## config.mk

```make
export PLATFORM = sky130hd
export DESIGN_NAME = bpr_line_interpol_flat
export DESIGN_NICKNAME = d
export VERILOG_FILES = /design/src/rtl/bpr_line_interpol_if.sv /design/src/rtl/bpr_line_interpol.sv /design/src/flat_wrapper.sv
export SDC_FILE = /design/constraint.sdc
export NUM_CORES = 1
export LEC_CHECK = 0
export BUFFER_PORTS_ARGS = -buffer_cell sky130_fd_sc_hd__buf_2
export CAP_MARGIN = 20
export CORE_UTILIZATION = 55
export CTS_CLUSTER_DIAMETER = 50
export DETAILED_ROUTE_END_ITERATION = 7
export GPL_TIMING_DRIVEN = 0
export PLACE_DENSITY = 0.83
export SYNTH_ARGS = -nofsm -noshare
export SYNTH_HDL_FRONTEND = slang
export SYNTH_SLANG_ARGS = --single-unit
```

## constraint.sdc

```tcl
create_clock -name clk -period 4 [get_ports clk]
set_input_delay 1.2 -clock clk [delete_from_list [all_inputs] [get_ports clk]]
set_output_delay 1.2 -clock clk [all_outputs]
set_load 0.02 [all_outputs]
```

## src/rtl/bpr_line_interpol_if.sv

```systemverilog
// bpr_line_interpol_if: input pixel stream with ready, plus the aligned output pixel stream
interface bpr_line_interpol_if #(
  parameter int PIX_W = 15
);
  logic             s_valid;
  logic             s_ready;
  logic             s_sof;
  logic             s_sol;
  logic             s_eol;
  logic             s_bad;
  logic [PIX_W-1:0] s_pix;
  logic             m_valid;
  logic             m_sol;
  logic             m_eol;
  logic             m_fixed;
  logic             m_unfixed;
  logic [PIX_W-1:0] m_pix;
  modport master (
    output s_valid, s_sof, s_sol, s_eol, s_bad, s_pix,
    input  s_ready, m_valid, m_sol, m_eol, m_fixed, m_unfixed, m_pix
  );
  modport slave (
    input  s_valid, s_sof, s_sol, s_eol, s_bad, s_pix,
    output s_ready, m_valid, m_sol, m_eol, m_fixed, m_unfixed, m_pix
  );
endinterface

```

## src/rtl/bpr_line_interpol.sv

```systemverilog
// bpr_line_interpol: streaming 3-tap line interpolator; replaces bad pixels from good neighbours
// or applies a (1,2,1)/4 kernel, with per-frame replacement count and protocol error flag
module bpr_line_interpol #(
  parameter int PIX_W = 15,
  parameter int CNT_W = 20
) (
  input  logic               clk,
  input  logic               arstn,
  input  logic               cen,
  input  logic [1:0]         mode,
  bpr_line_interpol_if.slave io,
  output logic [CNT_W-1:0]   bad_cnt,
  output logic               err_proto
);
  typedef enum logic [1:0] {EMPTY, HOLD, FLUSH} state_t;
  state_t           state, state_nx;
  logic [PIX_W-1:0] l_val, c_val, lv, rv, pix_o;
  logic             l_bad, l_pres, c_bad, c_sol, c_eol;
  logic [1:0]       line_mode;
  logic [CNT_W-1:0] count;
  logic             xfer, emit, r_pres, new_sol, gl, gr, rep, cnt_inc;
  logic [PIX_W:0]   sum_lr;
  logic [PIX_W+1:0] sum_k;
  always_comb begin
    xfer     = io.s_valid & io.s_ready & cen;
    emit     = cen & ((state == FLUSH) | ((state == HOLD) & xfer));
    r_pres   = (state == HOLD) & ~io.s_sol;
    new_sol  = xfer & ((state == EMPTY) | io.s_sol);
    state_nx = (state == FLUSH) ? EMPTY : xfer ? (io.s_eol ? FLUSH : HOLD) : state;
    gl       = l_pres & ~l_bad;
    gr       = r_pres & ~io.s_bad;
    lv       = l_pres ? l_val : c_val;
    rv       = r_pres ? io.s_pix : c_val;
    sum_lr   = {1'b0, l_val} + {1'b0, io.s_pix};
    sum_k    = {2'b0, lv} + {1'b0, c_val, 1'b0} + {2'b0, rv};
    rep      = (line_mode == 2'd1) & c_bad;
    pix_o    = (line_mode == 2'd2) ? sum_k[PIX_W+1:2] :
               !rep      ? c_val :
               (gl & gr) ? sum_lr[PIX_W:1] :
               gl        ? l_val :
               gr        ? io.s_pix : c_val;
    cnt_inc  = emit & rep;
  end
  always_ff @(posedge clk or negedge arstn) begin
    if (!arstn) begin
      state        <= EMPTY;
      io.s_ready   <= 1'b1;
      io.m_valid   <= 1'b0;
      io.m_pix     <= '0;
      io.m_sol     <= 1'b0;
      io.m_eol     <= 1'b0;
      io.m_fixed   <= 1'b0;
      io.m_unfixed <= 1'b0;
      l_val        <= '0;
      l_bad        <= 1'b0;
      l_pres       <= 1'b0;
      c_val        <= '0;
      c_bad        <= 1'b0;
      c_sol        <= 1'b0;
      c_eol        <= 1'b0;
      line_mode    <= 2'd0;
      count        <= '0;
      bad_cnt      <= '0;
      err_proto    <= 1'b0;
    end else if (cen) begin
      state      <= state_nx;
      io.s_ready <= state_nx != FLUSH;
      io.m_valid <= emit;
      if (emit) begin
        io.m_pix     <= pix_o;
        io.m_sol     <= c_sol;
        io.m_eol     <= c_eol;
        io.m_fixed   <= rep & (gl | gr);
        io.m_unfixed <= rep & ~(gl | gr);
      end
      if (xfer) begin
        l_val  <= c_val;
        l_bad  <= c_bad;
        l_pres <= r_pres;
        c_val  <= io.s_pix;
        c_bad  <= io.s_bad;
        c_sol  <= (state == EMPTY) | io.s_sol;
        c_eol  <= io.s_eol;
      end
      if (new_sol) line_mode <= mode;
      // a line must open with SOL and must not be reopened before its EOL
      if (xfer & ((state == EMPTY) ? ~io.s_sol : io.s_sol)) err_proto <= 1'b1;
      if (xfer & io.s_sof) begin
        bad_cnt <= count;
        count   <= {{(CNT_W-1){1'b0}}, cnt_inc};
      end else if (cnt_inc & ~&count) begin
        count <= count + 1'b1;
      end
    end
  end
endmodule
```

## src/flat_wrapper.sv

```systemverilog
// flat-port wrapper written by rule: the top's interface ports become plain ports
module bpr_line_interpol_flat 
#(
  parameter int PIX_W = 15,
  parameter int CNT_W = 20
)
  (clk, arstn, cen, mode, bad_cnt, err_proto, io_s_valid, io_s_sof, io_s_sol, io_s_eol, io_s_bad, io_s_pix, io_s_ready, io_m_valid, io_m_sol, io_m_eol, io_m_fixed, io_m_unfixed, io_m_pix);
  bpr_line_interpol_if #(.PIX_W(PIX_W)) io_i ();
  input  logic clk;
  input  logic arstn;
  input  logic cen;
  input  logic [1:0] mode;
  output logic [CNT_W-1:0] bad_cnt;
  output logic err_proto;
  input wire logic [$bits(io_i.s_valid)-1:0] io_s_valid;
  input wire logic [$bits(io_i.s_sof)-1:0] io_s_sof;
  input wire logic [$bits(io_i.s_sol)-1:0] io_s_sol;
  input wire logic [$bits(io_i.s_eol)-1:0] io_s_eol;
  input wire logic [$bits(io_i.s_bad)-1:0] io_s_bad;
  input wire logic [$bits(io_i.s_pix)-1:0] io_s_pix;
  output wire logic [$bits(io_i.s_ready)-1:0] io_s_ready;
  output wire logic [$bits(io_i.m_valid)-1:0] io_m_valid;
  output wire logic [$bits(io_i.m_sol)-1:0] io_m_sol;
  output wire logic [$bits(io_i.m_eol)-1:0] io_m_eol;
  output wire logic [$bits(io_i.m_fixed)-1:0] io_m_fixed;
  output wire logic [$bits(io_i.m_unfixed)-1:0] io_m_unfixed;
  output wire logic [$bits(io_i.m_pix)-1:0] io_m_pix;
  assign io_i.s_valid = io_s_valid;
  assign io_i.s_sof = io_s_sof;
  assign io_i.s_sol = io_s_sol;
  assign io_i.s_eol = io_s_eol;
  assign io_i.s_bad = io_s_bad;
  assign io_i.s_pix = io_s_pix;
  assign io_s_ready = io_i.s_ready;
  assign io_m_valid = io_i.m_valid;
  assign io_m_sol = io_i.m_sol;
  assign io_m_eol = io_i.m_eol;
  assign io_m_fixed = io_i.m_fixed;
  assign io_m_unfixed = io_i.m_unfixed;
  assign io_m_pix = io_i.m_pix;
  bpr_line_interpol #(.PIX_W(PIX_W), .CNT_W(CNT_W)) u_core (.clk(clk), .arstn(arstn), .cen(cen), .mode(mode), .io(io_i), .bad_cnt(bad_cnt), .err_proto(err_proto));
endmodule
```

---- Word level (Yosys, flattened, before mapping) ----
Cells that the tools add are included.
word-level totals
  register bits ........................... 101
  input port bits ......................... 25
  output and inout port bits .............. 42
operators by class
  add/subtract/negate cells ............... 4
  eq/ne operators ......................... 5
  muxes and demuxes ....................... 13
  bitwise operators ....................... 23
  reduce and logical (&&, ||, !) cells .... 10
operator list
  cell                     count
  $mux W15                 7
  $mux W20                 2
  $add A20 B1 Y20 const B  1
  $reduce_and A20 Y1       1
  $add A15 B16 Y17         1
  $add A17 B15 Y17         1
  $add A15 B15 Y16         1
  $and A1 B1 Y1            16
  $reduce_and A2 Y1        6
  $mux W2                  3
  $eq A2 B1 Y1 const B     2
  $eq A2 B2 Y1 const B     2
  $not A1 Y1               4
  $or A1 B1 Y1             3
  $logic_not A2 Y1         1
  $ne A2 B2 Y1 const B     1
  $reduce_bool A2 Y1       1
  $logic_not A1 Y1         1
  $mux W1                  1

---- Logic depth before layout (Yosys ltp) ----
  word-level depth ........................ 9
  gate-level depth with buffers ........... 15
  depth with buffers taken out ............ 13

---- Worst setup path before layout ----
OpenSTA, ideal clock, no wires.
  path kind ............................... input -> register
  start point ............................. input io_s_sol
  end point ............................... register u_core.io.m_pix[12]
  data arrival time ....................... 4.466 ns
  setup slack ............................. -0.592 ns
  stages .................................. 15
  buffers on the path ..................... 3
  path through ............................ nor3b_1 > clkbuf_1 > clkbuf_1 > a21oi_1 > fa_1 > inv_1 > ha_1 > clkbuf_1 > nand3_1 > o211a_1 > o31ai_2 > o31a_1 > o31a_1 > o2111a_1 > a221o_1
between the ends
  longest elaborated chain between the ends .. 8
  elaborated cells between the ends (all ways) .. 11
ends and longest elaborated chain
  element                                                                   line                        RTL
  start, declared                                                           flat_wrapper.sv:17          input wire logic [$bits(io_i.s_sol)-1:0] io_s_sol;
  $not A1 Y1 (*)                                                            bpr_line_interpol.sv:27     r_pres = (state == HOLD) & ~io.s_sol;
  $and A1 B1 Y1 (*)                                                         bpr_line_interpol.sv:27
  parallel branches: the longest is 5 deep, another holds $add A17 B15 Y17  n/a
  $mux W15 (*)                                                              bpr_line_interpol.sv:37     pix_o = (line_mode == 2'd2) ? sum_k[PIX_W+1:2] :
  end signal, assigned                                                      bpr_line_interpol.sv:70     io.m_pix <= pix_o;
  end, declared                                                             bpr_line_interpol_if.sv:24  output s_ready, m_valid, m_sol, m_eol, m_fixed, m_unfixed, m_pix
Every way passes the cells marked *.
A chain may end at the register's enable or synchronous reset.

---- Worst setup path in the final report ----
Same ends and word-level chain as after synthesis.

==> flow_results.xml <==
<?xml version="1.0" encoding="UTF-8"?>
<metrics>
  <group name="run_status">
    <metric name="run_status" unit="">finished with violations</metric>
    <metric name="failed_checks" unit="">negative setup slack</metric>
  </group>
  <group name="global_routing">
    <metric name="grtUsageMet3" unit="%">7.92</metric>
    <metric name="globalRoute.totalOverflow" unit="">0</metric>
    <metric name="grt.busiest_layer" unit="">met2</metric>
    <metric name="grt_util_met2" unit="%">51.1</metric>
    <metric name="grt_first_pass_wirelength" unit="µm">33000</metric>
    <metric name="largest_net_degree_at_the_start_of_global_routing" unit="">72</metric>
    <metric name="track_usage" unit="%">33.5</metric>
    <metric name="via_count_of_the_first_global_routing_pass" unit="">6486</metric>
    <metric name="grt_antenna_before_repair" unit="">0</metric>
    <metric name="grt.met1_usage" unit="%">44.7</metric>
  </group>
  <group name="yosys">
    <metric name="yosys-top-cells-area" unit="">sky130_fd_sc_hd__dfrtp_1, sky130_fd_sc_hd__nand2_1, sky130_fd_sc_hd__ha_1</metric>
    <metric name="mappedNetlistNets" unit="">889</metric>
    <metric name="yosysWarningCount" unit="">0</metric>
    <metric name="synth-async-reset-ratio" unit="%">100</metric>
    <metric name="synth_edf_count" unit="">0</metric>
    <metric name="post-synth-top-count-cell" unit="">sky130_fd_sc_hd__nand2_1</metric>
    <metric name="synth_cell_types" unit="">64</metric>
    <metric name="synth_area_leader_cell" unit="">sky130_fd_sc_hd__dfrtp_1</metric>
    <metric name="syn_area" unit="mm²">0.00687</metric>
    <metric name="postSynthAreaPerCell" unit="µm²">8.40</metric>
    <metric name="synth.top_cell.area_share" unit="%">36.4</metric>
    <metric name="yosys_register_bits" unit="">101</metric>
    <metric name="synthTopCellsByCount" unit="">sky130_fd_sc_hd__nand2_1, sky130_fd_sc_hd__dfrtp_1, sky130_fd_sc_hd__o21ai_0, sky130_fd_sc_hd__nor2_1, sky130_fd_sc_hd__inv_1</metric>
    <metric name="synth-seq-area-share" unit="%">36.8</metric>
    <metric name="ys_dominant_reg_cell" unit="">sky130_fd_sc_hd__dfrtp_1</metric>
    <metric name="synthCells" unit="">818</metric>
  </group>
  <group name="die">
    <metric name="dieWidth" unit="µm">114</metric>
    <metric name="floorplan.die.height" unit="µm">114</metric>
    <metric name="fp-row-count" unit="">40</metric>
    <metric name="initial_core_util" unit="%">56.8</metric>
    <metric name="die-area" unit="mm²">0.0129</metric>
    <metric name="pin_count" unit="">67</metric>
    <metric name="core-area" unit="mm²">0.0121</metric>
  </group>
  <group name="power">
    <metric name="power_density" unit="mW/mm²">710</metric>
    <metric name="ir_worst_vdd" unit="mV">0.552</metric>
    <metric name="power_leakage" unit="nW">3.82</metric>
  </group>
  <group name="detailed_routing">
    <metric name="routed_wl" unit="µm">20700</metric>
    <metric name="routedWlPerCell" unit="µm">19.1</metric>
    <metric name="dr.pass1.iters" unit="">5</metric>
    <metric name="antenna_violating_nets_post_route" unit="">0</metric>
    <metric name="vias" unit="">6633</metric>
    <metric name="drcViolationCount" unit="">0</metric>
    <metric name="viasPerCell" unit="">6.12</metric>
    <metric name="drt_iter0_markers" unit="">647</metric>
  </group>
  <group name="min_path">
    <metric name="hold_path.class" unit="">flop to flop</metric>
    <metric name="hold_start" unit="">u_core.bad_cnt[6]</metric>
    <metric name="hold_path_depth" unit="">2</metric>
  </group>
  <group name="clock_network">
    <metric name="clk_transition_reported_paths" unit="ns">0.07</metric>
    <metric name="tritoncts_num_sinks" unit="">101</metric>
    <metric name="root_buffer" unit="">sky130_fd_sc_hd__clkbuf_16</metric>
    <metric name="cts.htree.levels" unit="">3</metric>
    <metric name="worstSkewPairLatency" unit="ns">0.36</metric>
    <metric name="tritoncts" unit="">built</metric>
    <metric name="cts_made_buffers" unit="">9</metric>
    <metric name="clock_path_buffers" unit="">2</metric>
  </group>
  <group name="layout">
    <metric name="drive_above_1_share" unit="%">15.5</metric>
    <metric name="area_delta_synth_final" unit="%">17.5</metric>
    <metric name="fin_util" unit="%">66.7</metric>
    <metric name="diodes" unit="">0</metric>
    <metric name="post-route-cell-area" unit="mm²">0.00808</metric>
    <metric name="final_nets" unit="">982</metric>
  </group>
  <group name="critical_path">
    <metric name="cpPeakStageDelay" unit="ns">0.55</metric>
    <metric name="max_fo_critical_path" unit="">6</metric>
    <metric name="cp_data_required_time" unit="ns">4.25</metric>
    <metric name="crit_path_start" unit="">io_s_sol</metric>
    <metric name="reg2reg_from" unit="">u_core.state[0]</metric>
    <metric name="critPathBufInv" unit="">6</metric>
    <metric name="path_cells" unit="">buf_8 -&gt; nor3b_4 -&gt; buf_8 -&gt; clkbuf_16 -&gt; a21oi_4 -&gt; fa_1 -&gt; inv_2 -&gt; ha_4 -&gt; buf_4 -&gt; nand4_1 -&gt; o31ai_4 -&gt; o31a_1 -&gt; buf_4 -&gt; o211ai_1 -&gt; o2111a_1 -&gt; a221o_1</metric>
    <metric name="kind_of_cell_adding_the_most_delay_to_the_critical_path" unit="">compound AO/OA/AOI/OAI gates</metric>
    <metric name="timing.setup.critical_path_class" unit="">primary input to flop</metric>
    <metric name="worstSetupStartpointType" unit="">primary input</metric>
    <metric name="crit_path_end_kind" unit="">flop</metric>
    <metric name="rr_worst_depth" unit="">16</metric>
    <metric name="crit_cells" unit="">16</metric>
    <metric name="timing.critical_path.arrival" unit="ns">4.37</metric>
    <metric name="cp_slowest_cell" unit="">sky130_fd_sc_hd__fa_1</metric>
  </group>
  <group name="timing">
    <metric name="final_period_minus_worst_setup_slack" unit="ns">4.13</metric>
    <metric name="final.period_utilization" unit="%">103</metric>
    <metric name="setup_slack" unit="ns">-0.128</metric>
    <metric name="max_freq" unit="GHz">0.242</metric>
    <metric name="grt_setup_unrepaired" unit="">yes</metric>
    <metric name="final_count_of_hold_timing_violations" unit="">0</metric>
    <metric name="finalMaxSlewViolations" unit="">0</metric>
    <metric name="worst_slew_pin_slew" unit="ns">0.884</metric>
    <metric name="skew" unit="ns">0.00761</metric>
    <metric name="finalSetupTns" unit="ns">-0.225</metric>
    <metric name="fin_hold_ws" unit="ns">0.471</metric>
    <metric name="slew_headroom" unit="%">41.1</metric>
    <metric name="finalSetupViolCount" unit="">4</metric>
  </group>
  <group name="placed_design">
    <metric name="buffer_ports.inserted" unit="">65</metric>
    <metric name="final_weighted_congestion_in_routability_driven_placement" unit="">1.01</metric>
    <metric name="detailedPlacementHpwl" unit="µm">14300</metric>
    <metric name="placement.cell_area" unit="mm²">0.00749</metric>
  </group>
  <group name="flow_run">
    <metric name="maxCapViolCount" unit="">0</metric>
  </group>
</metrics>
## power by group
part           internal [mW]  switching [mW]  total (mW)
Sequential              1.23           0.192        1.43
Combinational           1.40            2.05        3.45
Clock                  0.445           0.419       0.864
Total                   3.08            2.66        5.74
## worst paths after layout
check | end | slack [ns]
worst max-delay path | u_core.io.m_pix[12] | -0.13
worst min-delay path | u_core.bad_cnt[6] | 0.47
worst max register to register | u_core.io.m_pix[12] | 0.24
worst min register to register | u_core.bad_cnt[6] | 0.47
max in group asynchronous | u_core.io.s_ready | 2.50
min in group asynchronous | u_core.c_val[4] | 0.78
## placed cells by master, fill, tap and decap left out, drive strengths merged, types with 9 or more instances in the layout
cell type	Yosys	layout
nor2	62	62
buf	3	87
nand3	18	18
xor2	17	17
mux2i	22	22
clkbuf	35	45
inv	54	56
a21oi	48	48
ha	30	30
a211oi	10	10
fa	16	16
nor3	12	12
nand2	169	169
dfrtp	100	100
xnor2	9	9
o211ai	12	12
o21ai	63	63
a31oi	12	12
nor2b	9	9
## flip-flops by register name, indices dropped and copies added, names as in the netlist, 2 cells and up
name,flops
u_core.count,20
u_core.line_mode,2
u_core.state,2
u_core.c_val,15
u_core.l_val,15
u_core.io.m_pix,15
u_core.bad_cnt,20
## worst register-to-register path: stages (launching register included)
cell and delay (ns):
sky130_fd_sc_hd__dfrtp_1 0.47, sky130_fd_sc_hd__nor3b_4 0.20, sky130_fd_sc_hd__buf_8 0.15, sky130_fd_sc_hd__buf_4 0.13, sky130_fd_sc_hd__nor2_1 0.17, sky130_fd_sc_hd__a21oi_4 0.05
sky130_fd_sc_hd__fa_1 0.55, sky130_fd_sc_hd__inv_2 0.05, sky130_fd_sc_hd__ha_4 0.29, sky130_fd_sc_hd__buf_4 0.12, sky130_fd_sc_hd__nand4_1 0.13, sky130_fd_sc_hd__o31ai_4 0.35
sky130_fd_sc_hd__o31a_1 0.27, sky130_fd_sc_hd__buf_4 0.14, sky130_fd_sc_hd__o211ai_1 0.13, sky130_fd_sc_hd__o2111a_1 0.18, sky130_fd_sc_hd__a221o_1 0.26
## cells by family (layout without fill, tap and decap cells)
| group | count (synthesis) | in the layout | share of synthesized area, % |
|---|---|---|---|
| flip-flops | 101 | 101 | 36.8 |
| XOR/XNOR | 26 | 26 | 3.31 |
| multiplexers | 28 | 28 | 4.84 |
| AO/OA/AOI/OAI | 204 | 204 | 19.1 |
| buffers and inverters | 92 | 190 | 5.06 |
| adder cells (fa/ha/maj) | 46 | 46 | 10.1 |
| AND/OR/NAND/NOR | 321 | 321 | 20.8 |
## timing repair
action                                  CTS  global route
gates cloned                              0             0
hold buffers                              0             0
buffers inserted                         14             3
gates resized for setup                  30            12
endpoints found under the setup margin   10            10
pin swaps                                16            20
## stage by stage
stage / power (mW) / std cells / setup slack (ns)
final: 5.74 / 1084 / -0.128
after global routing: 6.12 / 1084 / -0.234
after CTS: 5.49 / 1080 / -0.0976
after detailed placement: 4.33 / 1052 / -0.745
after global placement: 4.26 / 1051 / -0.713
after floorplan: 3.54 / 818 / -0.177
## routing by layer
metal  vias to the layer above  part of all wire, %
met5                         -                    0
li1                       3052                    -
met1                      3158                   41
met2                       356                   45
met3                        67                   10
met4                         0                  3.7
## cell type report
type	instances	area, µm²
Clock buffer	12	246
Tap cell	168	210
Clock inverter	4	31.3
Sequential cell	101	2530
Inverter	54	203
Multi-Input combinational cell	625	4160
Buffer	36	191
Timing Repair Buffer	84	509
Fill cell	997	4040
(Power assumes the default switching activity.)
